--- src/rtl/ctu_mon_ctl.sv ---
// ctu_mon_ctl: arms a bank of CTU level monitors, flags hi/lo toggles seen
// while armed, and drains the failure reports one at a time over a shared
// valid/ready channel using round-robin arbitration.
module ctu_mon_ctl #(
    parameter int          NUM_MON      = 8,
    parameter int          SETTLE_CYC   = 16,
    parameter logic [31:0] MON_NUM_BASE = 32'h0
) (
    input  logic                 clk,
    input  logic                 rst,
    input  logic                 start,
    input  logic                 stop,
    input  logic                 win_req,
    input  logic                 mon_off,
    input  logic [2*NUM_MON-1:0] lvl,
    input  logic                 rpt_ready,
    output logic                 rpt_valid,
    output logic [31:0]          rpt_id,
    output logic                 mon_en,
    output logic [1:0]           state,
    output logic [7:0]           err_cnt
);

    // A settle length of zero behaves exactly like a single cycle.
    localparam int SETTLE_EFF = (SETTLE_CYC < 1) ? 1 : SETTLE_CYC;
    localparam int CNT_W      = (SETTLE_EFF > 1) ? $clog2(SETTLE_EFF) : 1;
    localparam int PTR_W      = $clog2(NUM_MON);
    localparam int POP_W      = $clog2(NUM_MON + 1);

    typedef enum logic [1:0] {
        ST_IDLE   = 2'd0,
        ST_SETTLE = 2'd1,
        ST_ARMED  = 2'd2,
        ST_WINDOW = 2'd3
    } state_t;

    state_t               r_state;
    state_t               w_state_nxt;
    logic [CNT_W-1:0]     r_cnt;
    logic [CNT_W-1:0]     w_cnt_nxt;
    logic [2*NUM_MON-1:0] r_lvl_hist;
    logic [NUM_MON-1:0]   r_pend;
    logic [NUM_MON-1:0]   w_tog;
    logic [NUM_MON-1:0]   w_viol;
    logic [NUM_MON-1:0]   w_grant_clr;
    logic [PTR_W-1:0]     r_ptr;
    logic [PTR_W-1:0]     w_winner;
    logic [PTR_W-1:0]     w_ptr_nxt;
    logic                 w_load;
    logic [POP_W-1:0]     w_viol_cnt;
    logic [8:0]           w_err_sum;

    assign state  = r_state;
    assign mon_en = (r_state == ST_ARMED);

    // State register and settle counter.
    always_ff @(posedge clk or posedge rst) begin
        // NOTE: state registers use non-blocking assignments so every flop
        // samples pre-edge values regardless of block ordering.
        if (rst) begin
            r_state <= ST_IDLE;
            r_cnt   <= '0;
        end else begin
            r_state <= w_state_nxt;
            r_cnt   <= w_cnt_nxt;
        end
    end

    // Next-state logic; stop overrides everything, including start.
    always_comb begin
        // NOTE: defaults first so no path leaves a signal unassigned, which
        // would otherwise infer a latch.
        w_state_nxt = r_state;
        w_cnt_nxt   = r_cnt;
        if (stop) begin
            w_state_nxt = ST_IDLE;
        end else begin
            case (r_state)
                ST_IDLE: begin
                    if (start) begin
                        w_state_nxt = ST_SETTLE;
                        w_cnt_nxt   = '0;
                    end
                end
                ST_SETTLE: begin
                    if (win_req)
                        w_state_nxt = ST_WINDOW;
                    else if (r_cnt == CNT_W'(SETTLE_EFF - 1))
                        w_state_nxt = ST_ARMED;
                    else
                        w_cnt_nxt = r_cnt + CNT_W'(1);
                end
                ST_ARMED: begin
                    if (win_req)
                        w_state_nxt = ST_WINDOW;
                end
                ST_WINDOW: begin
                    if (!win_req) begin
                        w_state_nxt = ST_SETTLE;
                        w_cnt_nxt   = '0;
                    end
                end
                default: w_state_nxt = ST_IDLE;
            endcase
        end
    end

    // Toggle detection: any bit of a pair differing from last cycle's sample.
    always_comb begin
        w_viol_cnt = '0;
        for (int i = 0; i < NUM_MON; i++) begin
            w_tog[i] = |(r_lvl_hist[2*i +: 2] ^ lvl[2*i +: 2]);
        end
        w_viol = (r_state == ST_ARMED && !mon_off) ? w_tog : '0;
        for (int i = 0; i < NUM_MON; i++) begin
            w_viol_cnt = w_viol_cnt + POP_W'(w_viol[i]);
        end
        w_err_sum = {1'b0, err_cnt} + 9'(w_viol_cnt);
    end

    // Round-robin pick: first pending index at or after the pointer, wrapping.
    always_comb begin
        int   idx;
        logic found;
        idx      = 0;
        found    = 1'b0;
        w_winner = '0;
        for (int k = 0; k < NUM_MON; k++) begin
            idx = int'(r_ptr) + k;
            if (idx >= NUM_MON)
                idx = idx - NUM_MON;
            if (!found && r_pend[idx]) begin
                found    = 1'b1;
                w_winner = PTR_W'(idx);
            end
        end
        w_ptr_nxt   = (w_winner == PTR_W'(NUM_MON - 1)) ? '0 : w_winner + PTR_W'(1);
        w_load      = (!rpt_valid || rpt_ready) && (|r_pend);
        w_grant_clr = w_load ? ({{(NUM_MON-1){1'b0}}, 1'b1} << w_winner) : '0;
    end

    // Level history, pending set/clear, report channel and error counter.
    always_ff @(posedge clk or posedge rst) begin
        if (rst) begin
            r_lvl_hist <= '0;
            r_pend     <= '0;
            r_ptr      <= '0;
            rpt_valid  <= 1'b0;
            rpt_id     <= '0;
            err_cnt    <= '0;
        end else begin
            r_lvl_hist <= lvl;
            // A fresh violation on the bit being granted wins over the clear.
            r_pend     <= (r_pend & ~w_grant_clr) | w_viol;
            err_cnt    <= (w_err_sum > 9'd255) ? 8'hFF : w_err_sum[7:0];
            if (w_load) begin
                rpt_valid <= 1'b1;
                rpt_id    <= MON_NUM_BASE + 32'(w_winner);
                r_ptr     <= w_ptr_nxt;
            end else if (rpt_valid && rpt_ready) begin
                rpt_valid <= 1'b0;
            end
        end
    end

endmodule

--- config.mk ---
export PLATFORM = sky130hd
export DESIGN_NAME = ctu_mon_ctl
export DESIGN_NICKNAME = d
export VERILOG_FILES = /design/src/rtl/ctu_mon_ctl.sv
export SDC_FILE = /design/constraint.sdc
export NUM_CORES = 1
export LEC_CHECK = 0
export ABC_AREA = 0
export CAP_MARGIN = 25
export CORE_ASPECT_RATIO = 0.8
export CORE_MARGIN = 5
export CORE_UTILIZATION = 48
export CTS_CLUSTER_SIZE = 14
export DETAILED_ROUTE_END_ITERATION = 8
export GPL_TIMING_DRIVEN = 0
export PLACE_DENSITY = 0.82
export RECOVER_POWER = 50
export SKIP_LAST_GASP = 1
export SLEW_MARGIN = 20
export SYNTH_ARGS = -nofsm -noshare
export SYNTH_HDL_FRONTEND = slang
export SYNTH_SLANG_ARGS = --single-unit
--- constraint.sdc ---
create_clock -name clk -period 4 [get_ports clk]
set_input_delay 1 -clock clk [delete_from_list [all_inputs] [get_ports clk]]
set_output_delay 1 -clock clk [all_outputs]
set_load 0.05 [all_outputs]
Word-level counts from Yosys, hierarchy flattened
Index checks and enable logic that the tools add are counted.
Storage, ports and cells
  output and inout bits: 44
  bits of input ports: 23
  memories kept: 0
  bits in writable memories: 0
  logic and storage cells: 175
  memory bits (read-only): 0
  latch bits: 0
  register bits after elaboration: 45
Cells by class
  bitwise logic cells: 12
  divide/modulo/power cells: 0
  magnitude comparators: 17
  reductions and logical operators: 34
  add/subtract/negate cells: 25
  $mul: 0
  eq/ne operators: 13
  multiplexer cells: 65
  shifts and indexed selects: 1
Operators by type and width (number)
  less-than comparator 32 x 5 -> 1 bit (second input constant): 8
  two-way mux 32 bit: 8
  subtractor 4 x 4 -> 5 bit (second input constant): 7
  >= comparator 4 bit (second input constant): 7
  two-way mux 3 bit: 9
  two-way mux 1 bit: 25
  binary-select mux 1 bit (select 3 bit): 8
  two-way mux 8 bit: 3
  adder 3 x 3 -> 4 bit (second input constant): 4
  adder 4 x 1 -> 4 bit: 4
  two-way mux 4 bit: 4
  OR reduction 2 bit: 8
  bitwise XOR 2 bit: 8
  two-way mux 2 bit: 6
  case mux 4 bit (3 select lines): 1
  logical AND 1 bit: 10
  adder 8 x 4 -> 9 bit: 1
  > comparator 9 x 8 -> 1 bit (second input constant): 1
  zero test 1 bit: 9
  inequality test 3 bit (second input constant): 3
  adder 3 x 2 -> 4 bit (second input constant): 2
  AND 8 bit: 1
  inequality test 2 bit (second input constant): 4
  NOT 8 bit: 1
  other kinds (24): 25

Longest topological paths before layout
Gate-level depths: netlist of the first run.
  word-level depth: 32
  mapped depth: 18
  gate-level depth less buffers: 18

Worst setup path before layout of the first run
OpenSTA, ideal clock, no wires.
  kind: reg-to-reg
  start point: register r_state[0] (netlist: state[0])
  end point: register err_cnt[2]
  path slack: -0.779 ns
  setup time: 0.083 ns
  arrival time: 4.697 ns
  buffers on the path: 0
  clock period less this slack: 4.779 ns
  data required time: 3.917 ns
  cell stages (with the launch flop): 19
  path through: dfrtp_1 inv_1 ha_1 nand2b_1 a21oi_1 fa_1 inv_1 fa_1 inv_1 fa_1 fa_1 inv_1 fa_1 nor2b_1 o21ai_0 nand2b_1 and3_1 nand3_1 o21ai_0
Between the ends
  cells in the longest elaborated chain, start to end: 13
RTL lines
  from (decl): RTL line 37  | state_t r_state;
  from (signal assigned): RTL line 64  | r_state <= w_state_nxt;
  == test 2 bit (*)
  net mon_en: RTL line 19  | output logic mon_en,
  logical AND 1 bit (*): RTL line 114  | w_viol = (r_state == ST_ARMED && !mon_off) ? w_tog : '0;
  two-way mux 8 bit (*): RTL line 114
  adder 1 x 1 -> 2 bit: RTL line 116  | w_viol_cnt = w_viol_cnt + POP_W'(w_viol[i]);
  adder 2 x 1 -> 3 bit: RTL line 116
  adder 3 x 1 -> 4 bit: RTL line 116
  adder 4 x 1 -> 4 bit (3 in a row): RTL line 116
  adder 4 x 1 -> 4 bit (*): RTL line 116
  adder 8 x 4 -> 9 bit (*): RTL line 118  | w_err_sum = {1'b0, err_cnt} + 9'(w_viol_cnt);
  > comparator 9 x 8 -> 1 bit: RTL line 155  | err_cnt <= (w_err_sum > 9'd255) ? 8'hFF : w_err_sum[7:0];
  two-way mux 8 bit (*): RTL line 155
  to (signal assigned): RTL line 155
  to (decl): RTL line 21  | output logic [7:0] err_cnt
Mark *: on every way through the listed nets, which the timed path passes. The rest lies on a longest branch.
A chain may end at the register's enable or synchronous reset.

Final worst setup path of the first run
  start point: input lvl[5]
  end point: register err_cnt[6]
Between the ends
  cells in the longest elaborated chain, start to end: 12
RTL lines
  from (decl): RTL line 15  | input logic [2*NUM_MON-1:0] lvl,
  bitwise XOR 2 bit (*): RTL line 112  | w_tog[i] = |(r_lvl_hist[2*i +: 2] ^ lvl[2*i +: 2]);
  OR reduction 2 bit (*): RTL line 112
  two-way mux 8 bit (*): RTL line 114
  adder 2 x 1 -> 3 bit (*): RTL line 116
  adder 3 x 1 -> 4 bit (*): RTL line 116
  adder 4 x 1 -> 4 bit (*) (4 in a row): RTL line 116
  adder 8 x 4 -> 9 bit (*): RTL line 118
  > comparator 9 x 8 -> 1 bit: RTL line 155
  two-way mux 8 bit (*): RTL line 155
Every way passes the cells marked *; elsewhere a longest branch is shown, timed or not.

==> results of run 1 <==
## cells by family (layout without fill, tap and decap cells)
logic type	count (synthesis)	after routing
compound gates	72	72
simple gates	82	82
buf+inv	57	112
flops	45	45
fa+ha+maj	25	25
other cells	1	29
mux	33	33
xor+xnor	21	21
## worst reg2reg max path: cells and delay by family, from the launching register on
kind / cells / cell delay [ns]
AOI/OAI and AO/OA: 3 / 0.16
DFF: 1 / 0.40
and+or+nand+nor: 5 / 0.72
adders and majority gates: 6 / 2.37
buffers and inverters: 4 / 0.26
## flip-flops by register name, indices dropped and copies added (netlist names)
register / count
err_cnt: 8
r_cnt: 4
r_lvl_hist: 16
r_pend: 8
r_ptr: 3
rpt_id: 3
rpt_valid: 1
state: 2
## path summary, 6_finish.rpt
check / startpoint / slack [ns] / end / depth (start not counted)
worst max-delay path: lvl[5] / -0.16 / err_cnt[6] / 17
worst min-delay path: rpt_id[0] / 0.54 / rpt_id[0] / 1
worst max register to register: state[0] / -0.03 / err_cnt[6] / 18
worst min register to register: rpt_id[0] / 0.54 / rpt_id[0] / 1
max in group asynchronous: rst / 0.74 / state[1] / 3
min in group asynchronous: rst / 1.12 / r_cnt[2] / 2
## where the power goes
group	internal [W]	total [W]	switching (W)	leakage [nW]
combinational	0.00136	0.00311	0.00175	1.45
clock	0.000142	0.000305	0.000162	0.0478
sequential	0.000592	0.000743	0.000151	0.533
total	0.00209	0.00415	0.00206	2.03
## metrics by stage
stage          area [um2]  util (%)
2_1_floorplan        3680         -
3_3_place_gp         4160      59.8
3_5_place_dp         4180      60.1
4_1_cts              4380      63.0
5_1_grt              4410      63.4
6_report             4410      63.4
## layout by cell type, fill, tap and decap left out, types with 5 or more instances in the layout
cell type,n
buf_6,6
o21ai_0,9
nand2_1,21
inv_1,14
o21ai_1,5
dfrtp_1,43
ha_1,19
xor2_1,7
nor2_1,17
clkdlybuf4s50_1,22
clkbuf_8,6
nand2b_1,6
a31oi_1,6
mux4_2,9
a21oi_1,8
xnor2_1,9
a21o_1,6
buf_4,37
clkbuf_1,5
inv_2,5
mux2_4,5
o22ai_1,5
dlygate4sd3_1,10
conb_1,29
mux2i_1,14
## what timing repair did
| action | 4_1_cts | 5_1_grt |
|---|---|---|
| setup buffers | 6 | 3 |
| resized for setup | 42 | 9 |
| setup endpoints to repair | 8 | 12 |
| pin swaps | 12 | 11 |
| hold buffers | 0 | 0 |
## cell type report
class / count / area (um2) / share of cell area [%]
Clock buffer: 6 / 82.6 / 1.87
Multi-Input combinational cell: 262 / 2280 / 51.8
Buffer: 38 / 270 / 6.13
Inverter: 19 / 71.3 / 1.62
Tap cell: 87 / 109 / 2.47
Sequential cell: 45 / 1130 / 25.6
Timing Repair Buffer: 47 / 449 / 10.2
Clock inverter: 2 / 16.3 / 0.369
## per-layer routing
| metal | wire, um | global-route usage [%] |
|---|---|---|
| met1 | 3520 | 23.6 |
| met2 | 4020 | 31.5 |
| met3 | 501 | 4.06 |
| met4 | 54 | 2.32 |
| met5 | 0 | 0 |
==> metrics.md, run 1 <==
| Metric | Value |
|---|---|
| Status | `finished with violations` |
| Failing checks | `max-capacitance violations, max-slew violations, negative setup slack` |
| Synth Area in Simple Gates | `11.9%` |
| Largest family of logic cells by synthesized area | `compound AO/OA/AOI/OAI gates` |
| Tcrit/Tclk final | `104%` |
| Clock-pin slew on the worst setup and hold paths | `0.09 ns` |
| Syn Std Cell Area | `0.00347 mm2` |
| CTS tree | `yes` |
| First-pass GRT wire length | `13600 um` |
| Crit path max-delay family | `adder cells` |
| Leakage power | `2.03 nW` |
| Std cell rows | `27` |
| Max-cap violation count | `1` |
| Crit Path Max Fanout | `3` |
| Initial antenna violation count | `0` |
| Final Hold Viols | `0` |
| Worst EP arrival | `4.35 ns` |
| Core Area | `0.00696 mm2` |
| Seq cells post-synth | `45` |
| # setup viols final | `8` |
| Routed WL | `a little over 8000 um` |
| CP endpoint kind | `flop` |
| I/O pins | `67` |
| Yosys top cell area share | `32.5%` |
| Final setup margin | `-0.163 ns` |
| Largest net degree at the start of global routing | `36` |
| Kind of critical path | `input port to flop` |
| GRT Util Overall | `18.0%` |
| Final Non-Filler Cells | `506` |
| Syn Area/Cell | `10.3 um2` |
| Worst-case clock buffer depth | `2` |
| Mux share of post-synthesis cell area | `15.0%` |
| Hold slack | `0.540 ns` |
| Worst-path cell chain | `buf_6 -> xnor2_4 -> a21oi_4 -> fa_1 -> inv_2 -> fa_1 -> inv_2 -> fa_1 -> fa_2 -> inv_2 -> fa_2 -> nor2b_2 -> o21ai_1 -> nand2b_1 -> and3_4 -> and2_4 -> a21oi_2` |
| Synth Area in Adders | `10.1%` |
| DP Wirelength | `6220 um` |
| DR iter-0 viols | `150` |
| Crit path buf inv count | `4` |
| Fraction of registers with async set/reset | `100%` |
| H-tree Lvls | `2` |
| Area grow syn2layout | `27.3%` |
| Starting Density | `between 40% and 50%` |
| Slew HR | `-20.5%` |
| Count leader, synth | `dfrtp_1` |
| Max Slew Vio Count | `36` |
| Clk Latency, worst-skew pair | `0.30 ns` |
| Clk sink count | `45` |
| CTS Buf Count | `5` |
| Layout Nets | `roughly 470` |
| Top_reg_cell synth | `dfrtp_1` |
| Worst setup SP type | `input port` |
| Placed Cells | `489` |
| Synth Instances | `336` |
| Via count | `2725` |
| DR pass1 iterations | `4` |
| Post-synth EDFFs | `0` |
| Clock skew | `0.00956 ns` |
| Worst Tran Pin Value | `1.81 ns` |
| Sequential area share after synthesis | `32.5%` |
| Pre-CTS WS | `-0.987 ns` |
| Global route overflow | `0` |
| Pwr/cell area | `roughly 940 mW/mm2` |
| Yosys warning total | `0` |
| Fill cell count | `563` |
| Min-Delay Path Class | `flop to flop` |
| GPL Wtd Cong | `just over 0.9` |
| Share of cells above drive strength 1 | `26.0%` |
| Max VDD drop | `around 0.64 mV` |
| Critical-path top delay cell | `fa_1` |
| WL per Instance | `16.0 um` |
| Post-synth cell types | `60` |
| Post-DR vias/cell | `around 5.4` |
| RSZ-0062 raised after global routing | `yes` |
| Number of global-route vias before repair | `2803` |
| Die Wd | `approximately 110 um` |
| Count of input and output buffers | `37` |
| CTS root buf | `clkbuf_8` |
| Tmin final | `4.16 ns` |
| DRC errors left | `0` |
| Required @ worst endpoint | `4.19 ns` |
| XOR/XNOR share of the synthesized area | `5.52%` |
| DRT antenna net count | `0` |
| Compound-Gate Fraction of Synth Area | `15.0%` |
| Synth cell count leaders | `dfrtp_1, buf_4, nand2_1` |
| Die ar. | `0.00903 mm2` |
| Synth area leaders | `dfrtp_1, ha_1, buf_4` |
| Worst stage delay on the critical path | `0.53 ns` |
| Setup_tns | `-1.17 ns` |
| Yosys top cell by area | `dfrtp_1` |
| N_diodes | `0` |
| Fmax | `between 200 and 250 MHz` |
| Die Y | `86 um` |
| Tot Pwr | `0.00415 W` |
Power figures use the tool's default switching activity.
==> run 2, diff against run 1 <==
--- a/config.mk
+++ b/config.mk
@@ -12,9 +12,9 @@
 export CORE_UTILIZATION = 48
 export CTS_CLUSTER_SIZE = 14
 export DETAILED_ROUTE_END_ITERATION = 8
-export GPL_TIMING_DRIVEN = 0
 export PLACE_DENSITY = 0.82
 export RECOVER_POWER = 50
+export SKIP_CTS_REPAIR_TIMING = 1
 export SKIP_LAST_GASP = 1
 export SLEW_MARGIN = 20
 export SYNTH_ARGS = -nofsm -noshare
==> run 2 against run 1 <==
Net effect: the flow finishes with violations (negative setup slack); cell count is 6.3% lower; largest power group unchanged; sequential power is 5.9% higher; combinational power is 5% lower; global-route usage is 1.0 points lower; power is 2.9% lower; hold slack worse by 0.015 ns; non-clock buffer count is 32 lower; clock skew is 0.0032 ns lower; routed wire length is 4.9% lower.
==> metrics.md, run 2 (synthesis gave the netlist of run 1 again) <==
| Metric | Value |
|---|---|
| CTS tree | `yes (unchanged)` |
| Max VDD drop | `0.520 mV (was 0.640 mV)` |
| Met3 Track Usage GR | `2.78% (was 4.06%)` |
| Worst EP arrival | `4.30 ns (was 4.35 ns)` |
| DR iter-0 viols | `182 (was 150)` |
| # setup viols final | `7 (was 8)` |
| Core Area | `0.00696 mm2 (unchanged)` |
| Tcrit/Tclk final | `103% (was 104%)` |
| DRT antenna net count | `0 (unchanged)` |
| Min-Delay Path Class | `flop to flop (unchanged)` |
| Grt met1 use | `23.8% (was 23.6%)` |
| Max Slew Vio Count | `0 (was 36)` |
| R2R cell count | `18 (unchanged)` |
| Required @ worst endpoint | `4.19 ns (about the same)` |
| Largest registers | `r_lvl_hist x16, err_cnt x8, r_pend x8 (unchanged)` |
| Tmin final | `4.11 ns (was 4.16 ns)` |
| Global route overflow | `0 (unchanged)` |
| Worst stage delay on the critical path | `0.53 ns (about the same)` |
| Starting Density | `49.8% (unchanged)` |
| Crit path buf inv count | `4 (unchanged)` |
| Initial antenna violation count | `0 (unchanged)` |
| Crit Path Max Fanout | `3 (unchanged)` |
| Crit path from | `lvl[0] (was lvl[5])` |
| Slew HR | `57.1% (was -20.5%)` |
| Gr busiest metal | `met2 (unchanged)` |
| RR Startpoint | `state[0] (unchanged)` |
| Clock skew | `0.00636 ns (was 0.00956 ns)` |
| Clk Latency, worst-skew pair | `0.30 ns (about the same)` |
| Routed WL | `7700 um (was 8100 um)` |
| Post-DR vias/cell | `5.68 (was 5.39)` |
| Worst setup SP type | `input port (unchanged)` |
| Worst R2R Setup Slack | `0.03 ns (was -0.03 ns)` |
| Count of input and output buffers | `37 (unchanged)` |
| Clk sink count | `45 (unchanged)` |
| Status | `finished with violations (unchanged)` |
| Met2 usage | `28.3% (was 31.5%)` |
| CTS root buf | `clkbuf_8 (unchanged)` |
| CTS Buf Count | `5 (unchanged)` |
| GRT Util Overall | `17.0% (was 18.0%)` |
| Worst reg2reg path endpoint | `err_cnt[6] (unchanged)` |
| Tot Pwr | `0.00403 W (was 0.00415 W)` |
| Hold slack | `0.524 ns (was 0.540 ns)` |
| Via count | `2692 (was 2725)` |
| Number of global-route vias before repair | `2626 (was 2803)` |
| Largest register FFs | `16 (unchanged)` |
| DR pass1 iterations | `4 (unchanged)` |
| Std cell rows | `27 (unchanged)` |
| Share of cells above drive strength 1 | `19.9% (was 26.0%)` |
| Worst path depth | `17 (unchanged)` |
| Fill cell count | `575 (was 563)` |
| Setup_tns | `-0.540 ns (was -1.17 ns)` |
| N_diodes | `0 (unchanged)` |
| Max-cap violation count | `0 (was 1)` |
| Final setup margin | `-0.110 ns (was -0.163 ns)` |
| RSZ-0062 raised after global routing | `yes (unchanged)` |
| Worst-case clock buffer depth | `2 (unchanged)` |
| Fmax | `243 MHz (was 240 MHz)` |
| Die Wd | `105 um (unchanged)` |
| Layout Nets | `434 (was 466)` |
| Pwr/cell area | `967 mW/mm2 (was 941 mW/mm2)` |
| Most flops, register | `r_lvl_hist (unchanged)` |
| GPL Wtd Cong | `0.894 (was 0.920)` |
| Critical-path top delay cell | `fa_1 (unchanged)` |
| Failing checks | `negative setup slack (was max-capacitance violations, max-slew violations, negative setup slack)` |
| Leakage power | `1.91 nW (was 2.03 nW)` |
| Area grow syn2layout | `20.3% (was 27.3%)` |
| I/O pins | `67 (unchanged)` |
| Crit path max-delay family | `adder cells (unchanged)` |
| DP Wirelength | `6110 um (was 6220 um)` |
| H-tree Lvls | `2 (unchanged)` |
| CP Capture Point | `err_cnt[6] (unchanged)` |
| Largest net degree at the start of global routing | `20 (was 36)` |
| Worst-path cell chain | `buf_8 -> xnor2_2 -> a21oi_2 -> fa_1 -> inv_2 -> fa_1 -> inv_2 -> fa_1 -> fa_2 -> inv_2 -> fa_2 -> nor2b_4 -> o21ai_2 -> nand2b_1 -> and3_4 -> and2_4 -> a21oi_2 (was buf_6 -> xnor2_4 -> a21oi_4 -> fa_1 -> inv_2 -> fa_1 -> inv_2 -> fa_1 -> fa_2 -> inv_2 -> fa_2 -> nor2b_2 -> o21ai_1 -> nand2b_1 -> and3_4 -> and2_4 -> a21oi_2)` |
| Clock-pin slew on the worst setup and hold paths | `0.09 ns (about the same)` |
| Final Hold Viols | `0 (unchanged)` |
| Most common cell after layout, fill and taps aside | `dfrtp_1 (unchanged)` |
| CP endpoint kind | `flop (unchanged)` |
| Kind of critical path | `input port to flop (unchanged)` |
| DRC errors left | `0 (unchanged)` |
| Die Y | `86 um (unchanged)` |
| Worst Tran Pin Value | `0.644 ns (was 1.81 ns)` |
| Most frequent cells in the layout | `dfrtp_1, conb_1, clkdlybuf4s50_1 (was dfrtp_1, buf_4, conb_1)` |
| Pre-CTS WS | `-0.891 ns (was -0.987 ns)` |
| First-pass GRT wire length | `12700 um (was 13600 um)` |
| Die ar. | `0.00903 mm2 (unchanged)` |
| WL per Instance | `16.2 um (was 16.0 um)` |
| Fin util | `59.9% (was 63.4%)` |
## run 2: how the worst min path moves through the flow
stage | start | cells past startpoint | to | slack (ns)
finish | rpt_id[0] | 1 | rpt_id[0] | 0.52
global route | rpt_id[0] | 1 | rpt_id[0] | 0.54
CTS | rpt_id[0] | 1 | rpt_id[0] | 0.53
detailed placement | rpt_id[0] | 1 | rpt_id[0] | 0.51
global placement | rpt_id[0] | 1 | rpt_id[0] | 0.50
floorplan | r_cnt[1] | 2 | r_cnt[1] | 0.48
## run 2: per-stage QoR
stage | cells | instance area (um2)
after floorplan | 364 | 3680
after global placement | 464 | 3990
after detailed placement | 465 | 4020
after CTS | 473 | 4120
after global routing | 474 | 4170
final | 474 | 4170
## run 2: routing by layer
layer  part of all wire (%)  wire, um  vias up
li1                       -         -     1242
met1                     44      3390     1352
met2                     48      3730       89
met3                    6.6       506        9
met4                   0.96        74        0
met5                      0         0        -
## run 2: layout make-up
class	count	area, um2	area share (%)
Clock inverter	2	16.3	0.390
Sequential cell	45	1130	27.1
Inverter	19	71.3	1.71
Multi-Input combinational cell	262	2240	53.8
Tap cell	87	109	2.61
Timing Repair Buffer	53	520	12.5
Clock buffer	6	82.6	1.98
## run 2: worst reg2reg max path: stages (launching register included)
cell and delay [ns]:
dfrtp_2 0.40, inv_1 0.12, ha_4 0.21, nand2b_4 0.10, a21oi_2 0.05, fa_1 0.52
inv_2 0.04, fa_1 0.51, inv_2 0.04, fa_1 0.53, fa_2 0.22, inv_2 0.04
fa_2 0.38, nor2b_4 0.14, o21ai_2 0.05, nand2b_1 0.10, and3_4 0.22, and2_4 0.14
a21oi_2 0.04
## run 2: report_power, final
group	internal, W	leakage, nW	switching [W]
Clock	0.000142	0.0478	0.000166
Combinational	0.00130	1.33	0.00164
Sequential	0.000592	0.533	0.000195
Total	0.00203	1.91	0.00200
